### src/rtl/imem_line_filler_if.sv
// Request/response and BRAM-side signals of the instruction line-fill engine.
// The master side is the requester together with the BRAM; the slave side is the filler.
interface imem_line_filler_if #(
  parameter int MEM_ADDR_W = 14
);
  logic                  immu_read;
  logic [31:0]           immu_addr;
  logic                  immu_done;
  logic [255:0]          immu_read_data;
  logic                  immu_err;
  logic                  busy;
  logic                  mem_en;
  logic [MEM_ADDR_W-1:0] mem_addr;
  logic [31:0]           mem_rdata;

  modport master (
    output immu_read, immu_addr, mem_rdata,
    input  immu_done, immu_read_data, immu_err, busy, mem_en, mem_addr
  );

  modport slave (
    input  immu_read, immu_addr, mem_rdata,
    output immu_done, immu_read_data, immu_err, busy, mem_en, mem_addr
  );
endinterface

### src/rtl/imem_line_filler.sv
// Fills one 256-bit I-cache line from 8 BRAM words; done 8+RD_LATENCY edges after accept (1 edge if out of window).
// No backpressure: one request at a time, immu_read is ignored while busy.
module imem_line_filler #(
  parameter logic [31:0] BASE_ADDR  = 32'hFFFFE000,
  parameter int          MEM_ADDR_W = 14,
  parameter int          RD_LATENCY = 1
) (
  input  logic                sys_clk,
  input  logic                rst_n,
  imem_line_filler_if.slave   bus
);
  typedef enum logic [1:0] {S_IDLE, S_FILL, S_ERR, S_DONE} state_e;

  state_e                state_q, state_d;
  logic [MEM_ADDR_W-1:0] wb_q, wb_d;
  logic [MEM_ADDR_W-1:0] mem_addr_q, mem_addr_d;
  logic [3:0]            iss_q, iss_d;
  logic [2:0]            cap_q, cap_d;
  logic [RD_LATENCY-1:0] vpipe_q, vpipe_d;
  logic [255:0]          line_q, line_d;
  logic                  done_q, done_d;
  logic                  err_q, err_d;
  logic                  busy_q, busy_d;
  logic                  mem_en_q, mem_en_d;

  logic [31:0]           line_addr;
  logic [31:0]           off;
  logic                  in_range;
  logic [MEM_ADDR_W-1:0] req_wb;
  logic                  unused_addr_bits;

  assign line_addr        = {bus.immu_addr[31:5], 5'b0};
  assign off              = line_addr - BASE_ADDR;
  assign in_range         = (off >> (MEM_ADDR_W + 2)) == 32'd0;
  assign req_wb           = off[MEM_ADDR_W+1:2];
  assign unused_addr_bits = ^{bus.immu_addr[4:0], off[1:0]};

  always_comb begin
    state_d    = state_q;
    wb_d       = wb_q;
    mem_addr_d = mem_addr_q;
    iss_d      = iss_q;
    cap_d      = cap_q;
    line_d     = line_q;
    done_d     = 1'b0;
    err_d      = err_q;
    busy_d     = busy_q;
    mem_en_d   = 1'b0;
    // One valid bit per issued word, aligned with the BRAM read latency
    vpipe_d    = (vpipe_q << 1) | RD_LATENCY'(mem_en_q);

    case (state_q)
      S_IDLE: begin
        if (bus.immu_read) begin
          busy_d = 1'b1;
          err_d  = 1'b0;
          line_d = '0;
          wb_d   = req_wb;
          cap_d  = 3'd0;
          if (in_range) begin
            state_d    = S_FILL;
            mem_en_d   = 1'b1;
            mem_addr_d = req_wb;
            iss_d      = 4'd1;
          end else begin
            state_d = S_ERR;
          end
        end
      end
      S_FILL: begin
        if (iss_q != 4'd8) begin
          mem_en_d   = 1'b1;
          mem_addr_d = wb_q + MEM_ADDR_W'(iss_q);
          iss_d      = iss_q + 4'd1;
        end
        if (vpipe_q[RD_LATENCY-1]) begin
          line_d[{cap_q, 5'b0} +: 32] = bus.mem_rdata;
          cap_d = cap_q + 3'd1;
          if (cap_q == 3'd7) begin
            done_d  = 1'b1;
            state_d = S_DONE;
          end
        end
      end
      S_ERR: begin
        line_d  = '0;
        err_d   = 1'b1;
        done_d  = 1'b1;
        state_d = S_DONE;
      end
      S_DONE: begin
        busy_d  = 1'b0;
        state_d = S_IDLE;
      end
      default: state_d = S_IDLE;
    endcase
  end

  always_ff @(posedge sys_clk or negedge rst_n) begin
    if (!rst_n) begin
      state_q    <= S_IDLE;
      wb_q       <= '0;
      mem_addr_q <= '0;
      iss_q      <= 4'd0;
      cap_q      <= 3'd0;
      vpipe_q    <= '0;
      line_q     <= '0;
      done_q     <= 1'b0;
      err_q      <= 1'b0;
      busy_q     <= 1'b0;
      mem_en_q   <= 1'b0;
    end else begin
      state_q    <= state_d;
      wb_q       <= wb_d;
      mem_addr_q <= mem_addr_d;
      iss_q      <= iss_d;
      cap_q      <= cap_d;
      vpipe_q    <= vpipe_d;
      line_q     <= line_d;
      done_q     <= done_d;
      err_q      <= err_d;
      busy_q     <= busy_d;
      mem_en_q   <= mem_en_d;
    end
  end

  assign bus.immu_done      = done_q;
  assign bus.immu_read_data = line_q;
  assign bus.immu_err       = err_q;
  assign bus.busy           = busy_q;
  assign bus.mem_en         = mem_en_q;
  assign bus.mem_addr       = mem_addr_q;
endmodule

### src/flat_wrapper.sv
// flat-port wrapper written by rule: the top's interface ports become plain ports
module imem_line_filler_flat 
#(
  parameter logic [31:0] BASE_ADDR  = 32'hFFFFE000,
  parameter int          MEM_ADDR_W = 14,
  parameter int          RD_LATENCY = 1
)
  (sys_clk, rst_n, bus_immu_read, bus_immu_addr, bus_mem_rdata, bus_immu_done, bus_immu_read_data, bus_immu_err, bus_busy, bus_mem_en, bus_mem_addr);
  imem_line_filler_if #(.MEM_ADDR_W(MEM_ADDR_W)) bus_i ();
  input  logic sys_clk;
  input  logic rst_n;
  input wire logic [$bits(bus_i.immu_read)-1:0] bus_immu_read;
  input wire logic [$bits(bus_i.immu_addr)-1:0] bus_immu_addr;
  input wire logic [$bits(bus_i.mem_rdata)-1:0] bus_mem_rdata;
  output wire logic [$bits(bus_i.immu_done)-1:0] bus_immu_done;
  output wire logic [$bits(bus_i.immu_read_data)-1:0] bus_immu_read_data;
  output wire logic [$bits(bus_i.immu_err)-1:0] bus_immu_err;
  output wire logic [$bits(bus_i.busy)-1:0] bus_busy;
  output wire logic [$bits(bus_i.mem_en)-1:0] bus_mem_en;
  output wire logic [$bits(bus_i.mem_addr)-1:0] bus_mem_addr;
  assign bus_i.immu_read = bus_immu_read;
  assign bus_i.immu_addr = bus_immu_addr;
  assign bus_i.mem_rdata = bus_mem_rdata;
  assign bus_immu_done = bus_i.immu_done;
  assign bus_immu_read_data = bus_i.immu_read_data;
  assign bus_immu_err = bus_i.immu_err;
  assign bus_busy = bus_i.busy;
  assign bus_mem_en = bus_i.mem_en;
  assign bus_mem_addr = bus_i.mem_addr;
  imem_line_filler #(.BASE_ADDR(BASE_ADDR), .MEM_ADDR_W(MEM_ADDR_W), .RD_LATENCY(RD_LATENCY)) u_core (.sys_clk(sys_clk), .rst_n(rst_n), .bus(bus_i));
endmodule
### config.mk
export PLATFORM = sky130hd
export DESIGN_NAME = imem_line_filler_flat
export DESIGN_NICKNAME = d
export VERILOG_FILES = /design/src/rtl/imem_line_filler_if.sv /design/src/rtl/imem_line_filler.sv /design/src/flat_wrapper.sv
export SDC_FILE = /design/constraint.sdc
export NUM_CORES = 1
export LEC_CHECK = 0
export BUFFER_PORTS_ARGS = -buffer_cell sky130_fd_sc_hd__clkbuf_2
export CORE_ASPECT_RATIO = 1.25
export CORE_MARGIN = 2
export CORE_UTILIZATION = 30
export CTS_CLUSTER_SIZE = 10
export DETAILED_ROUTE_END_ITERATION = 6
export HOLD_SLACK_MARGIN = 0.1
export PLACE_DENSITY = 0.51
export SLEW_MARGIN = 5
export SYNTH_ARGS = -nofsm -noshare
export SYNTH_HDL_FRONTEND = slang
export SYNTH_SLANG_ARGS = --single-unit
export TNS_END_PERCENT = 30
### constraint.sdc
create_clock -name sys_clk -period 7.9 [get_ports sys_clk]
set_clock_uncertainty 0.1 [all_clocks]
set_input_delay 1.58 -clock sys_clk [delete_from_list [all_inputs] [get_ports sys_clk]]
set_output_delay 1.58 -clock sys_clk [all_outputs]
set_load 0.005 [all_outputs]
==> impl_results.md <==
* Max Root-Sink Buffers at 3
* RSZ-0062 raised after global routing: false
* Antenna violations before repair at 0
* Register area share after synthesis at 0.583
* Highest Signal Layer: met4
* Final ANT Viol Nets at 0
* Worst setup path class: primary input to register
* CTS-repair resized insts at 0
* TritonCTS buffer count at 36
* Met2 WL at 21600 um
* Mean Syn Cell Area at 10.9 um2
* Tot GR Track Use at 0.196
* # IOs at 341
* Pwr dens at 311 mW/mm2
* Final Slew Violations at 0
* Hold Vio Cnt, Final at 0
* Placed cell area at 0.0147 mm2
* Asr flop ratio synth at 1.00
* Mapped cell area at 0.0127 mm2
* DRT Pass-1 Iters at 5
* Slew HR at 0.199
* Synth Instances at 1158
* H-tree depth at 2
* Via count at 10400
* N_diodes at 0
* Detail-routed via count per cell at 5.25
* VDD IR max at 0.255 mV
* Detailed Place HPWL at 28700 um
* Wirelength per Cell at 22.1 um
* CP max FO at 17
* Non-Filler Instances at 1988
* Post-route clock period utilization at 0.521
* Total wire length at 43900 um
* Post-Syn Nets at 1239
* FF+latch count, synth at 295
* Crit path DAT at 4.42 ns
* Maxcap violations at 0
* Final setup violation count at 0
* Synth top area cells: dfrtp_1 58%, a22o_1 9.1%, a22oi_1 7.6%
* P&R area growth vs syn at 24.3%
* Cell Rows at 84
* Worst-Skew Late Latency at 0.52 ns
* Pin count of the biggest net entering global routing at 125
* Fillers at 4221
* Clk root buf: clkbuf_16
* Min cycle time layout at 4.12 ns
* Top cell type's share of synthesized area at 0.583
* Status: completed
* Most frequent cells in the layout: 334 x clkbuf_2, 295 x dfrtp_1, 151 x nand2_1, 139 x o21ai_0, 131 x a22o_1
* Ys flop type: dfrtp_1
* Design area at 0.0157 mm2
* GP Congestion at 0.777
* Total power at 0.00489 W
* Post-synth top area cell: dfrtp_1
* Static Leak at 7.49 nW
* CP Capture Type: register
* Reg clk slew, reported paths at 0.06 ns
* Worst-Margin Slew at 1.20 ns
* Setup TNS at 0 ns
* Initial Util at 0.303
* Final Hold Slack at 0.274 ns
* Core area at 0.0418 mm2
* Synth unique cells at 52
* Most common cell after layout, fill and taps aside: clkbuf_2
* Drc violations at 0
* Die ar. at 0.0439 mm2
* Cts hold-fix bufs at 0
* WP data required at 8.20 ns
* Clock sinks at 295
* Total gr overflow at 0
* Port Buf Inserts at 335
* First-pass GRT wire length at 65800 um
* Post-synth EDFFs at 0
* Vias in the first global route at 10100
* Chip width at 188 um
* Fmax at 243 MHz
* Initial DRC Count at 777
* DRT met1 WL at 17800 um
* Share of cells above drive strength 1 at 0.302
* Hold/Removal Path Class: register to register
* Die H at 234 um
* Yosys Warn Count at 0
* Dpl cells at 1939
* Postcts setup bufs at 0
* NumNets Final at 1499
* CTS tree: done
* Crit path launch type: primary input
* Met3 wire len at 3010 um
-- power breakdown --
group	leakage (nW)	internal [W]	switching, W
logic	2.96	0.000437	0.00115
registers	4.05	0.00168	0.000139
clock network	0.488	0.000852	0.000628
-- synth_stat cells (all sizes together) (3+ instances only) --
cell type / instances
dfrtp: 295
nor3b: 4
nor3: 7
a31oi: 4
nor4: 4
a21oi: 12
nand4: 4
o21ai: 144
buf: 7
a22oi: 128
ha: 14
a22o: 131
mux2i: 9
xor2: 6
nor2b: 3
nor2: 27
inv: 12
clkbuf: 116
xnor2: 12
nand3: 11
nand2b: 3
mux2: 23
and3: 4
nand2: 153
-- flip-flops by register name (all words and copies together), names as in the netlist --
name,cells
u_core.bus.immu_read_data,256
u_core.bus.mem_addr,14
u_core.wb_q,11
u_core.iss_q,4
u_core.cap_q,3
u_core.state_q,2
u_core.bus.busy,1
u_core.bus.immu_done,1
u_core.bus.immu_err,1
u_core.bus.mem_en,1
u_core.vpipe_q,1
-- area by class of cell --
class                           count  area, um2  share of cell area
Clock inverter                      4       27.5             0.00175
Sequential cell                   295       7380               0.469
Timing Repair Buffer              345       1770               0.113
Inverter                           13       51.3             0.00326
Multi-Input combinational cell    727       4830               0.307
Tap cell                          559        699              0.0444
Clock buffer                       45        966              0.0614
-- final timing paths --
kind	startpoint	to	slack, ns	cells past startpoint
min	u_core.bus.mem_en	u_core.vpipe_q	0.27	0
max reg2reg	u_core.state_q[1]	u_core.bus.immu_read_data[247]	3.93	9
max in group asynchronous	rst_n	u_core.bus.immu_read_data[109]	5.31	2
min in group asynchronous	rst_n	u_core.bus.immu_read_data[37]	1.00	1
max	bus_immu_addr[13]	u_core.bus.mem_addr[9]	3.78	9
min reg2reg	u_core.bus.mem_en	u_core.vpipe_q	0.27	0
-- worst max-delay path, stage by stage --
cell       delay (ns)
clkbuf_2         0.12
ha_1             0.30
a311oi_1         0.31
a31oi_1          0.09
a211oi_1         0.26
o2111ai_2        0.19
or3_1            0.44
a221o_1          0.68
mux2_4           0.43
-- metal layers --
metal  vias to the layer above  track usage
met5                         -            0
met3                        78       0.0460
li1                       4724            -
met2                       386        0.329
met1                      5245        0.246
met4                         0       0.0709
-- cells by family after synthesis --
logic type               Yosys count  share of synthesized area
buffers and inverters            136                     0.0420
AO/OA/AOI/OAI                    431                      0.239
adder cells (fa/ha/maj)           14                     0.0138
AND/OR/NAND/NOR                  232                     0.0808
multiplexers                      32                     0.0291
flip-flops                       295                      0.583
XOR/XNOR                          18                     0.0125
-- metrics by stage --
step           utilization  worst slack [ns]
6_report             0.376              3.78
5_1_grt              0.376              3.58
4_1_cts              0.376              3.71
3_5_place_dp         0.352              3.19
3_3_place_gp         0.352              3.30
2_1_floorplan            -              3.92
Note: power is estimated with default switching activity, not from simulation.
